`src/rtl/traffic_ctrl_if.sv`:
```
// Control inputs and display/lamp outputs of the two-way traffic sequencer.
// slave is the sequencer side; master is the side that drives modes and reads the display.
interface traffic_ctrl_if;
  logic       emergency;
  logic       night_mode;
  logic [7:0] data;
  logic [7:0] data2;
  logic       enable;
  logic [2:0] light_a;
  logic [2:0] light_b;

  modport slave (
    input  emergency,
    input  night_mode,
    output data,
    output data2,
    output enable,
    output light_a,
    output light_b
  );

  modport master (
    output emergency,
    output night_mode,
    input  data,
    input  data2,
    input  enable,
    input  light_a,
    input  light_b
  );
endinterface

```
`src/rtl/traffic_ctrl.sv`:
```
// Two-way green/yellow/red sequencer with per-direction countdown, all-red hold and flashing night mode.
// Outputs decode combinationally from the registered state/count; emergency lamp override has zero latency.
module traffic_ctrl #(
  parameter int GREEN_T  = 25,
  parameter int YELLOW_T = 5
) (
  input  logic          clk_divide,
  input  logic          rst_n,
  traffic_ctrl_if.slave tc
);

  typedef enum logic [2:0] {
    AG_BR = 3'd0,
    AY_BR = 3'd1,
    AR_BG = 3'd2,
    AR_BY = 3'd3,
    NIGHT = 3'd4
  } state_t;

  localparam logic [6:0] GREEN_LD   = 7'(GREEN_T);
  localparam logic [6:0] YELLOW_LD  = 7'(YELLOW_T);
  localparam logic [7:0] YELLOW_ADD = 8'(YELLOW_T);

  state_t     r_state;
  state_t     w_state_nxt;
  logic [6:0] r_cnt;
  logic [6:0] w_cnt_nxt;
  logic       r_flash;
  logic       w_flash_nxt;

  logic [7:0] w_cnt_ext;
  logic [7:0] w_cnt_plus_y;
  logic [7:0] w_data;
  logic [7:0] w_data2;
  logic       w_enable;
  logic [2:0] w_light_a;
  logic [2:0] w_light_b;

  // rst_n is active-high despite its name, inherited from the surrounding codebase.
  always_ff @(posedge clk_divide or posedge rst_n) begin
    if (rst_n) begin
      r_state <= AG_BR;
      r_cnt   <= GREEN_LD;
      r_flash <= 1'b0;
    end else begin
      r_state <= w_state_nxt;
      r_cnt   <= w_cnt_nxt;
      r_flash <= w_flash_nxt;
    end
  end

  // Parameter limits keep GREEN_T+YELLOW_T within 99, so 8 bits never overflow.
  assign w_cnt_ext    = {1'b0, r_cnt};
  assign w_cnt_plus_y = w_cnt_ext + YELLOW_ADD;

  always_comb begin
    w_state_nxt = r_state;
    w_cnt_nxt   = r_cnt;
    w_flash_nxt = r_flash;
    w_data      = w_cnt_ext;
    w_data2     = w_cnt_ext;
    w_enable    = 1'b1;
    w_light_a   = 3'b100;
    w_light_b   = 3'b100;

    // Hold beats night entry, and both beat a phase change on the same edge.
    if (tc.emergency) begin
      w_state_nxt = r_state;
      w_cnt_nxt   = r_cnt;
      w_flash_nxt = r_flash;
    end else if (tc.night_mode) begin
      w_state_nxt = NIGHT;
      w_flash_nxt = (r_state == NIGHT) ? ~r_flash : 1'b1;
    end else if (r_state == NIGHT) begin
      w_state_nxt = AG_BR;
      w_cnt_nxt   = GREEN_LD;
      w_flash_nxt = 1'b0;
    end else if (r_cnt > 7'd1) begin
      w_cnt_nxt = r_cnt - 7'd1;
    end else begin
      case (r_state)
        AG_BR: begin
          w_state_nxt = AY_BR;
          w_cnt_nxt   = YELLOW_LD;
        end
        AY_BR: begin
          w_state_nxt = AR_BG;
          w_cnt_nxt   = GREEN_LD;
        end
        AR_BG: begin
          w_state_nxt = AR_BY;
          w_cnt_nxt   = YELLOW_LD;
        end
        AR_BY: begin
          w_state_nxt = AG_BR;
          w_cnt_nxt   = GREEN_LD;
        end
        default: begin
          w_state_nxt = AG_BR;
          w_cnt_nxt   = GREEN_LD;
        end
      endcase
    end

    case (r_state)
      AG_BR: begin
        w_data2   = w_cnt_plus_y;
        w_light_a = 3'b001;
        w_light_b = 3'b100;
      end
      AY_BR: begin
        w_light_a = 3'b010;
        w_light_b = 3'b100;
      end
      AR_BG: begin
        w_data    = w_cnt_plus_y;
        w_light_a = 3'b100;
        w_light_b = 3'b001;
      end
      AR_BY: begin
        w_light_a = 3'b100;
        w_light_b = 3'b010;
      end
      NIGHT: begin
        w_data    = 8'd0;
        w_data2   = 8'd0;
        w_enable  = 1'b0;
        w_light_a = {1'b0, r_flash, 1'b0};
        w_light_b = {1'b0, r_flash, 1'b0};
      end
      default: begin
        w_light_a = 3'b100;
        w_light_b = 3'b100;
      end
    endcase

    if (tc.emergency) begin
      w_light_a = 3'b100;
      w_light_b = 3'b100;
    end
  end

  assign tc.data    = w_data;
  assign tc.data2   = w_data2;
  assign tc.enable  = w_enable;
  assign tc.light_a = w_light_a;
  assign tc.light_b = w_light_b;

endmodule

```
`src/flat_wrapper.sv`:
```
// flat-port wrapper written by rule: the top's interface ports become plain ports
module traffic_ctrl_flat 
#(
  parameter int GREEN_T  = 25,
  parameter int YELLOW_T = 5
)
  (clk_divide, rst_n, tc_emergency, tc_night_mode, tc_data, tc_data2, tc_enable, tc_light_a, tc_light_b);
  traffic_ctrl_if tc_i ();
  input  logic clk_divide;
  input  logic rst_n;
  input wire logic [$bits(tc_i.emergency)-1:0] tc_emergency;
  input wire logic [$bits(tc_i.night_mode)-1:0] tc_night_mode;
  output wire logic [$bits(tc_i.data)-1:0] tc_data;
  output wire logic [$bits(tc_i.data2)-1:0] tc_data2;
  output wire logic [$bits(tc_i.enable)-1:0] tc_enable;
  output wire logic [$bits(tc_i.light_a)-1:0] tc_light_a;
  output wire logic [$bits(tc_i.light_b)-1:0] tc_light_b;
  assign tc_i.emergency = tc_emergency;
  assign tc_i.night_mode = tc_night_mode;
  assign tc_data = tc_i.data;
  assign tc_data2 = tc_i.data2;
  assign tc_enable = tc_i.enable;
  assign tc_light_a = tc_i.light_a;
  assign tc_light_b = tc_i.light_b;
  traffic_ctrl #(.GREEN_T(GREEN_T), .YELLOW_T(YELLOW_T)) u_core (.clk_divide(clk_divide), .rst_n(rst_n), .tc(tc_i));
endmodule
```
`config.mk`:
```
export PLATFORM = sky130hd
export DESIGN_NAME = traffic_ctrl_flat
export DESIGN_NICKNAME = d
export VERILOG_FILES = /design/src/rtl/traffic_ctrl_if.sv /design/src/rtl/traffic_ctrl.sv /design/src/flat_wrapper.sv
export SDC_FILE = /design/constraint.sdc
export NUM_CORES = 1
export LEC_CHECK = 0
export CAP_MARGIN = 15
export CORE_MARGIN = 2
export CORE_UTILIZATION = 45
export DETAILED_ROUTE_END_ITERATION = 8
export HOLD_SLACK_MARGIN = 0.02
export PLACE_DENSITY = 0.75
export SLEW_MARGIN = 20
export SYNTH_ARGS = -nofsm -noshare
export SYNTH_HDL_FRONTEND = slang
export SYNTH_SLANG_ARGS = --single-unit
```
`constraint.sdc`:
```
create_clock -name clk_divide -period 1.55 [get_ports clk_divide]
set_input_delay 0.2325 -clock clk_divide [delete_from_list [all_inputs] [get_ports clk_divide]]
set_output_delay 0.2325 -clock clk_divide [all_outputs]
set_load 0.02 [all_outputs]
```
==> results by group, run 1 <==
Run status
  – Outcome: stopped before the end
  – Stop err: [ERROR DPL-0038] Utilization greater than 100%, impossible to legalize
  – Stopped at: global routing (5_1_grt)

Synth
  – Synth cell types: 41
  – YS warnings: 0
  – FFs w/ async S/R, synth: between 90% and 100%
  – Post-synth EDFFs: 0
  – Compound-Gate Fraction of Synth Area: 35.5%
  – Mapped Cells: around 160
  – Main synth FF type: dfrtp_1
  – Cell Area, Synth: 0.00113 mm2
  – Post-synthesis register bit count: 11
  – XOR/XNOR Fraction of Synth Area: 0%
  – Post-synthesis net count: 166
  – Mean Syn Cell Area: roughly 7.1 um2
  – Main combinational cell family by area after synthesis: compound AO/OA/AOI/OAI gates
  – Mux cell area share after synthesis: ~1.9%
  – Simple-gate share of the synthesized area: between 20% and 30%
  – Seq/Total Area, Yosys: 24.7%
  – Post-Synth Adder-Cell Area: 3.32%

Place
  – Gpl congestion: ~0.94
  – DP Worst Slack: -634 ps
  – Port bufs: 26
  – Hpwl dp: 3030 um

Floorplanning
  – # rows: 18
  – DIE WIDTH: 54.1 um
  – Initial core utilization: 46.5%
  – Die Y: 54.1 um
  – Io pins: 27

STA
  – Worst setup endpoint GRT: tc_data[6]
  – Worst endpoint type: top-level output

Clock network
  – Sink Count: 11
  – Root Driver: clkbuf_4
  – Post-CTS Hold Fix Bufs: 0
  – H-tree lvl count: 1
  – Longest Clk Path Bufs: 2
  – Num CTS Buffers: 3

Global route
  – Largest net degree at the start of global routing: 12
-- metrics by stage --
step / util, % / hold slack (ps) / instance area (um2) / setup TNS (ps) / instances
after CTS: 88.8 / 269 / 2160 / -5670 / 269
after detailed placement: 72.3 / 554 / 1760 / -12700 / 248
after floorplan: - / 82.8 / 1180 / -217 / 159
after global placement: 72.3 / 543 / 1760 / -11010 / 248
-- logic make-up after synthesis --
kind of cell               count (synthesis)
AOI/OAI and AO/OA                         62
and+or+nand+nor                           58
buffers and inverters                     23
DFF                                       11
adders and majority gates                  3
muxes                                      2
-- cells in the mapped netlist (2+ instances only) --
cell type | number | area share [%]
ha_1 | 3 | 3.3
nor3_1 | 7 | 3.1
buf_2 | 4 | 1.8
a21o_1 | 3 | 2.0
inv_1 | 9 | 3.0
dfrtp_1 | 8 | 18
clkbuf_1 | 8 | 2.7
nand3_1 | 7 | 3.1
dfstp_2 | 3 | 7.0
nor4_1 | 2 | 1.1
a21oi_1 | 11 | 4.9
o211ai_1 | 2 | 1.3
and3_1 | 3 | 1.7
nand2b_1 | 2 | 1.1
o21ai_0 | 25 | 11
a22oi_1 | 5 | 3.3
nor2_1 | 19 | 6.3
o21a_1 | 2 | 1.3
a22o_1 | 4 | 3.1
nand2_1 | 11 | 3.7
-- timing repair --
action / in CTS
hold endpoints to repair: 0
endpoints found under the setup margin: 33
gates resized for setup: 199
pin swaps: 30
buffers inserted: 17
==> run 2, diff against run 1 <==
CORE_AREA = 2 2 63 65   (was not set)
CORE_MARGIN = not set   (was 2)
CORE_UTILIZATION = not set   (was 45)
DIE_AREA = 0 0 65 67   (was not set)
HOLD_SLACK_MARGIN = not set   (was 0.02)
PLACE_DENSITY = not set   (was 0.75)
PLACE_DENSITY_LB_ADDON = 0.15   (was not set)
clock period = 2 ns   (was 1.55 ns; I/O delays follow)
==> run 2 against run 1 <==
Compared with the run above:
- the flow now finishes without violations
- synthesized area did not move
- synthesized cell count did not move
==> results by group, run 2 <==
Run status
  – Outcome: finished clean (was stopped before the end)

Synth
  – Area leader, netlist: dfrtp_1 (unchanged)
  – Post-synthesis register bit count: 11 (unchanged)
  – Main synth FF type: dfrtp_1 (unchanged)
  – Synth cell types: 41 (unchanged)
  – Most common cell in the netlist: o21ai_0 (unchanged)
  – Post-synth EDFFs: 0 (unchanged)
  – Synth top area cells: dfrtp_1, o21ai_0, dfstp_2 (unchanged)
  – Cell Area, Synth: 0.00113 mm2 (unchanged)
  – Post-synthesis net count: 166 (unchanged)
  – Mapped Cells: 159 (unchanged)
  – FFs w/ async S/R, synth: 100% (unchanged)
  – YS warnings: 0 (unchanged)
  – Mean Syn Cell Area: 7.11 um2 (unchanged)
  – Seq/Total Area, Yosys: 24.7% (unchanged)
  – Yosys top cell area share: 17.7% (unchanged)
  – Synth top cells by count: o21ai_0, nor2_1, a21oi_1, nand2_1, inv_1 (unchanged)

Layout
  – Biggest regs: u_core.r_cnt: 7 flops, u_core.r_state: 3 flops, u_core.r_flash: 1 flops
  – Max reg flops: 7
  – Largest Register: u_core.r_cnt
  – Nets: 223
  – Most frequent cells in the layout: buf_4, nor2_1, o21ai_0
  – Leading cell type in the layout, fill and taps excluded: buf_4
  – Antenna cells: 0
  – Layout cell share with drive strength beyond 1: between 30% and 40%
  – P&R area growth vs syn: 59.2%

Global route
  – Global-route wire length before repair: 6200 um
  – Tot GR Track Use: 18.7%
  – Total global routing overflow: 0
  – Number of global-route vias before repair: 1,304
  – Largest net degree at the start of global routing: 25
  – Initial antenna violation count: 0

Floorplanning
  – Die area: 0.00436 mm2
  – Io pins: 27 (unchanged)
  – DIE WIDTH: 65 um (was 54.1 um)
  – Initial core utilization: 31.4% (was 46.5%)
  – Core area: 0.00361 mm2
  – Die Y: 67 um (was 54.1 um)
  – # rows: 22 (was 18)

Drt
  – DRT Wirelength: 3970 um
  – Remaining DRCs: 0
  – 1st-iter DRT viols: 58
  – Routed via count: around 1,400
  – Via density: 5.33
  – Drt wl/cell: 15.1 um
  – DRT antenna net count: 0
  – Drt first pass iters: 4

STA
  – Final Max Tran Viols: 0
  – Clock skew: 2.81 ps
  – Hold Vio Cnt, Final: 0
  – RSZ-0062 raised after global routing: true
  – Fin crit period: 1970 ps
  – Setup TNS: 0 ps
  – Worst slew pin tran: 421 ps
  – FMAX: 508 MHz
  – Slew Limit Headroom: 71.9%
  – Period utilisation layout: between 90 and 100%
  – WHS: roughly 360 ps
  – Final-report setup violation count: 0
  – Worst setup margin: 29.6 ps

Critical path
  – Crit end category: output port
  – CP most frequent cell: buf_4
  – Kind of critical path: reg2out
  – Critical Path, Cell by Cell: ha_4, buf_4, o21ai_2, nor2_1, a22oi_1, o21ai_1, buf_4
  – Crit path buf inv count: 2
  – Required @ worst endpoint: 1700 ps
  – Largest stage delay on the critical path: 550 ps
  – CP top delay family: flip-flops
  – Worst EP arrival: 1670 ps
  – CP Max Fanout: 3
  – Startpoint types: flop
  – WP depth: 7
  – Worst R2R Path Depth: 5
  – Crit-path slowest cell: dfstp_2

Run
  – Max Cap Viol: 0

Clock network
  – Clock latency on the worst-skew pair: about 240 ps
  – Root Driver: clkbuf_8 (was clkbuf_4)
  – TritonCTS clock tree: done
  – Clock slew at reported path FFs: 50 ps
  – Num CTS Buffers: 3 (unchanged)
  – Post-CTS Hold Fix Bufs: 0 (unchanged)
  – Sink Count: 11 (unchanged)
  – H-tree lvl count: 1 (unchanged)
  – Longest Clk Path Bufs: 2 (unchanged)

Worst hold path
  – Hold Path Class: in2async

Place
  – DP Worst Slack: -261 ps (was -634 ps)
  – Hpwl dp: 2950 um (was 3030 um)
  – Gpl congestion: 0.847 (was 0.937)
  – Port bufs: 26 (unchanged)

Power and ir drop
  – Combinational power share: 73.2%
  – Net Switching: 0.00113 W
  – Maximum VDD drop: ~470 uV
  – Clock group share of total power: 9.4%
  – Sw Ratio: 47.1%
  – Sequential cell fraction of total power: approximately 18%
  – Power Density: roughly 1300 mW/mm2
  – Leak: 0.812 nW
  – Int Pwr: 0.00126 W
run 2: cell counts after synthesis:
No cell type changed its count.
run 2: routing by layer:
metal | global-route usage [%] | vias to the layer above | wire [um]
met3 | 2.36 | 7 | 86
met4 | 6.12 | 0 | 50
li1 | - | 689 | -
met5 | 0 | - | 0
met2 | 35.1 | 26 | 2140
met1 | 21.9 | 679 | 1700
run 2: path summary, 6_finish.rpt:
kind / slack (ps) / startpoint / end
setup / recovery: 30 / u_core.r_cnt[0] / tc_data[4]
hold / removal: 360 / rst_n / u_core.r_state[1]
setup reg to reg: 100 / u_core.r_cnt[2] / u_core.r_cnt[2]
hold reg to reg: 540 / u_core.r_flash / u_core.r_flash
max in group asynchronous: 1320 / rst_n / u_core.r_cnt[4]
min in group clk_divide: 540 / u_core.r_flash / u_core.r_flash
run 2: cell type report:
type	count	area, um2
fill	383	1810
multi-input combinational	125	845
timing repair buffer	65	528
sequential	11	282
tap	48	60.1
clock buffer	4	45.0
inverter	10	41.3
run 2: power groups by stage:
stage	Clock (W)	Sequential, W	Combinational, W
6_report	0.000223	0.000417	0.00175
5_1_grt	0.000242	0.000429	0.00190
4_1_cts	0.000230	0.000386	0.00157
3_5_place_dp	0	0.000381	0.00165
3_3_place_gp	0	0.000382	0.00164
2_1_floorplan	0	0.000374	0.000930
run 2: what timing repair did:
action                                  4_1_cts  5_1_grt
endpoints found under the setup margin       22       17
buffers inserted                              1        3
resized for setup                            80       35
gates cloned                                  0        1
pin swaps                                     1       11
hold endpoints to repair                      0        0
run 2: kinds of logic (layout without fill, tap and decap cells):
kind of cell | count (synthesis) | count (layout) | share of synthesized area [%]
AO/OA/AOI/OAI | 62 | 62 | 35.5
multiplexers | 2 | 2 | 1.88
adder cells (fa/ha/maj) | 3 | 3 | 3.32
AND/OR/NAND/NOR | 58 | 58 | 25.9
buffers and inverters | 23 | 79 | 8.74
flip-flops | 11 | 11 | 24.7
run 2: stage by stage:
| stage | power (W) | instance area [um2] | utilization (%) | cells |
|---|---|---|---|---|
| floorplan | 0.00130 | 1130 | - | 159 |
| global placement | 0.00202 | 1670 | 46.2 | 255 |
| detailed placement | 0.00204 | 1670 | 46.2 | 255 |
| CTS | 0.00218 | 1660 | 46.1 | 260 |
| global route | 0.00257 | 1800 | 49.9 | 263 |
| finish | 0.00239 | 1800 | 49.9 | 263 |
No activity file was read; power rests on OpenSTA's default activity.
==> run 3, diff against run 2 <==
ABC_CLOCK_PERIOD_IN_PS = 2000   (was not set)
GPL_TIMING_DRIVEN = 1   (was not set)
SLEW_MARGIN = 25   (was 20)
==> results of run 3 <==
Same layout as run 2: the final DEF is identical, and so are final timing and power.
==> run 4, diff against run 3 <==
ABC_AREA = 1   (was not set)
==> run 4 against run 3 <==
Compared with the run above:
- via count shrank 16%
- global-route usage shrank 4.3 points
- synthesized area down 6.3%
- wire length down 28%
- die area did not move
- sequential cell count is the same
- core utilization fell by 7.5 points
- non-clock buffer count down 18
- synthesized cell count is 1.3% lower
- clock skew increased by 3.7 ps
- critical path type unchanged
- critical endpoint is now tc_enable
- largest cell class unchanged
==> results by group, run 4 <==
Run status
  – Outcome: finished clean (unchanged)

Power and ir drop
  – Power Density: 1490 mW/mm2 (was 1330 mW/mm2)
  – Leak: 0.809 nW (was 0.812 nW)
  – Maximum VDD drop: 424 uV (was 474 uV)

Place
  – Gpl congestion: 0.861 (was 0.847)
  – DP Worst Slack: -68.6 ps (was -261 ps)
  – Hpwl dp: 2370 um (was 2950 um)
  – Port bufs: 26 (unchanged)
  – Placed cell areas: 0.00152 mm2 (was 0.00167 mm2)
  – Post-Place Cells: 249 (was 255)

Critical path
  – Kind of critical path: reg2out (unchanged)
  – Required @ worst endpoint: 1700 ps (about the same)
  – CP Max Fanout: 4 (was 3)
  – R2r startpoint: u_core.r_cnt[0] (was u_core.r_cnt[2])
  – Startpoint types: flop (unchanged)
  – Critical Path Source: u_core.r_state[0] (was u_core.r_cnt[0])
  – Crit end category: output port (unchanged)
  – Worst EP arrival: 1640 ps (was 1670 ps)

STA
  – Hold Vio Cnt, Final: 0 (unchanged)
  – FMAX: 516 MHz (was 508 MHz)
  – Final-report setup violation count: 0 (unchanged)
  – Period utilisation layout: 96.8% (was 98.5%)
  – Worst slew pin tran: 467 ps (was 421 ps)
  – Worst setup margin: 63.4 ps (was 29.6 ps)
  – Fin crit period: 1940 ps (was 1970 ps)
  – Clock skew: 6.52 ps (was 2.81 ps)
  – Final Max Tran Viols: 0 (unchanged)
  – Slew Limit Headroom: 68.9% (was 71.9%)
  – RSZ-0062 raised after global routing: false (was true)

Synth
  – Mapped Cells: 157 (was 159)
  – Post-synth EDFFs: 0 (unchanged)
  – Synth top area cells: dfrtp_1, nand2_1, nand3_1 (was dfrtp_1, o21ai_0, dfstp_2)
  – FFs w/ async S/R, synth: 100% (unchanged)
  – Most common cell in the netlist: nand2_1 (was o21ai_0)
  – Area leader, netlist: dfrtp_1 (unchanged)
  – Mean Syn Cell Area: 6.75 um2 (was 7.11 um2)
  – Synth cell types: 25 (was 41)
  – Yosys top cell area share: 18.9% (was 17.7%)
  – Post-synthesis net count: 164 (was 166)
  – YS warnings: 0 (unchanged)
  – Synth top cells by count: nand2_1, inv_1, nand3_1 (was o21ai_0, nor2_1, a21oi_1, nand2_1, inv_1)
  – Cell Area, Synth: 0.00106 mm2 (was 0.00113 mm2)
  – Main synth FF type: dfrtp_1 (unchanged)
  – Seq/Total Area, Yosys: 26.3% (was 24.7%)
  – Post-synthesis register bit count: 11 (unchanged)

Layout
  – Antenna cells: 0 (unchanged)
  – Most frequent cells in the layout: nand2_1, buf_4, inv_1 (was buf_4, nor2_1, o21ai_0)
  – Utilization after layout: 42.4% (was 49.9%)
  – P&R area growth vs syn: 44.4% (was 59.2%)
  – Leading cell type in the layout, fill and taps excluded: nand2_1 (was buf_4)
  – Fin cells: 253 (was 263)
  – Biggest regs: u_core.r_cnt: 7 flops, u_core.r_state: 3 flops, u_core.r_flash: 1 flops (unchanged)
  – Fillers: 397 (was 383)
  – Layout cell share with drive strength beyond 1: 35.1% (was 37.2%)
  – Max reg flops: 7 (unchanged)
  – Nets: 213 (was 223)
  – Largest Register: u_core.r_cnt (unchanged)
  – Finished Cell Area: 0.00153 mm2 (was 0.00180 mm2)

Drt
  – Routed via count: 1,173 (was 1,401)
  – Drt first pass iters: 4 (unchanged)
  – Drt wl/cell: 11.3 um (was 15.1 um)
  – Via density: 4.64 (was 5.33)
  – 1st-iter DRT viols: 84 (was 58)
  – Remaining DRCs: 0 (unchanged)
  – DRT antenna net count: 0 (unchanged)
  – DRT Wirelength: 2860 um (was 3970 um)

Floorplanning
  – Core area: 0.00361 mm2 (unchanged)
  – Io pins: 27 (unchanged)
  – DIE WIDTH: 65 um (unchanged)
  – Die area: 0.00436 mm2 (unchanged)
  – Initial core utilization: 29.4% (was 31.4%)
  – # rows: 22 (unchanged)
  – Die Y: 67 um (unchanged)

Clock network
  – Num CTS Buffers: 3 (unchanged)
  – TritonCTS clock tree: done (unchanged)
  – H-tree lvl count: 1 (unchanged)
  – Clock slew at reported path FFs: 60 ps (was 50 ps)
  – Post-CTS Setup Repair Bufs: 0 (was 1)
  – Longest Clk Path Bufs: 2 (unchanged)
  – Sink Count: 11 (unchanged)
  – Root Driver: clkbuf_8 (unchanged)
  – Clock latency on the worst-skew pair: 240 ps (about the same)

Worst hold path
  – Hold Path Class: in2async (unchanged)

Global route
  – Initial antenna violation count: 0 (unchanged)
  – Tot GR Track Use: 14.4% (was 18.7%)
  – Largest net degree at the start of global routing: 12 (was 25)
  – Global-route wire length before repair: 4910 um (was 6200 um)
  – Total global routing overflow: 0 (unchanged)
  – Number of global-route vias before repair: 1,075 (was 1,304)

Run
  – Max Cap Viol: 0 (unchanged)
[run 4: changes by cell type in the layout (fill, tap and decap cells not counted), sizes merged, moves of 7 or more]
cell   previous run  this run
nand3             7        19
a21oi            11         3
inv               9        25
nand2            11        41
o21ai            25        13
o22ai             0        10
buf              52        28
nor3              7         0
[run 4: kinds of logic after synthesis]
family / synth area share, %
and+or+nand+nor: 39.4
adders and majority gates: 3.54
xor gates and xnor gates: 5.79
AOI/OAI and AO/OA: 13.8
DFF: 26.3
buffers and inverters: 11.1
[run 4: stage by stage]
step           setup TNS [ps]  hold WS (ps)  total power [W]
2_1_floorplan               0           150          0.00141
3_3_place_gp             -321           485          0.00213
3_5_place_dp             -357           496          0.00213
4_1_cts                 -63.1           389          0.00226
5_1_grt                     0           417          0.00246
6_report                    0           370          0.00228
[run 4: per-layer routing]
| metal | wire length (um) | track usage (%) |
|---|---|---|
| met1 | 1370 | 19.0 |
| met2 | 1320 | 24.5 |
| met3 | 147 | 1.35 |
| met4 | 34 | 5.05 |
| met5 | 0 | 0 |
[run 4: worst max-delay path, cell delays in order, from the launching register on]
cell	delay [ps]
dfrtp_1	450
nor2_4	170
nand2_4	80
buf_4	160
clkdlybuf4s50_1	540
[run 4: final timing paths]
path | depth (start not counted) | slack, ps | to
max in group asynchronous | 2 | 1290 | u_core.r_cnt[3]
hold / removal | 2 | 370 | u_core.r_cnt[1]
setup reg to reg | 9 | 350 | u_core.r_cnt[2]
setup / recovery | 4 | 60 | tc_enable
min in group clk_divide | 2 | 500 | u_core.r_flash
hold reg to reg | 2 | 500 | u_core.r_flash
[run 4: final cells by class]
type                            instances  area (um2)  area share [%]
Inverter                               25        96.3            6.30
Timing Repair Buffer                   47         342            22.3
Sequential cell                        11         279            18.2
Multi-Input combinational cell        118         708            46.3
Tap cell                               48        60.1            3.92
Clock buffer                            4        45.0            2.94
[run 4: where the power goes]
part	total, W	switching, W	internal [W]
sequential	0.000406	0.0000882	0.000318
combinational	0.00164	0.000976	0.000665
clock	0.000228	0.0000881	0.000140
total	0.00228	0.00115	0.00112
[run 4: what timing repair did]
action / 4_1_cts / 5_1_grt
resized for setup: 42 / 31
pin swaps: 2 / 3
endpoints found under the setup margin: 21 / 18
hold buffers: 0 / 0
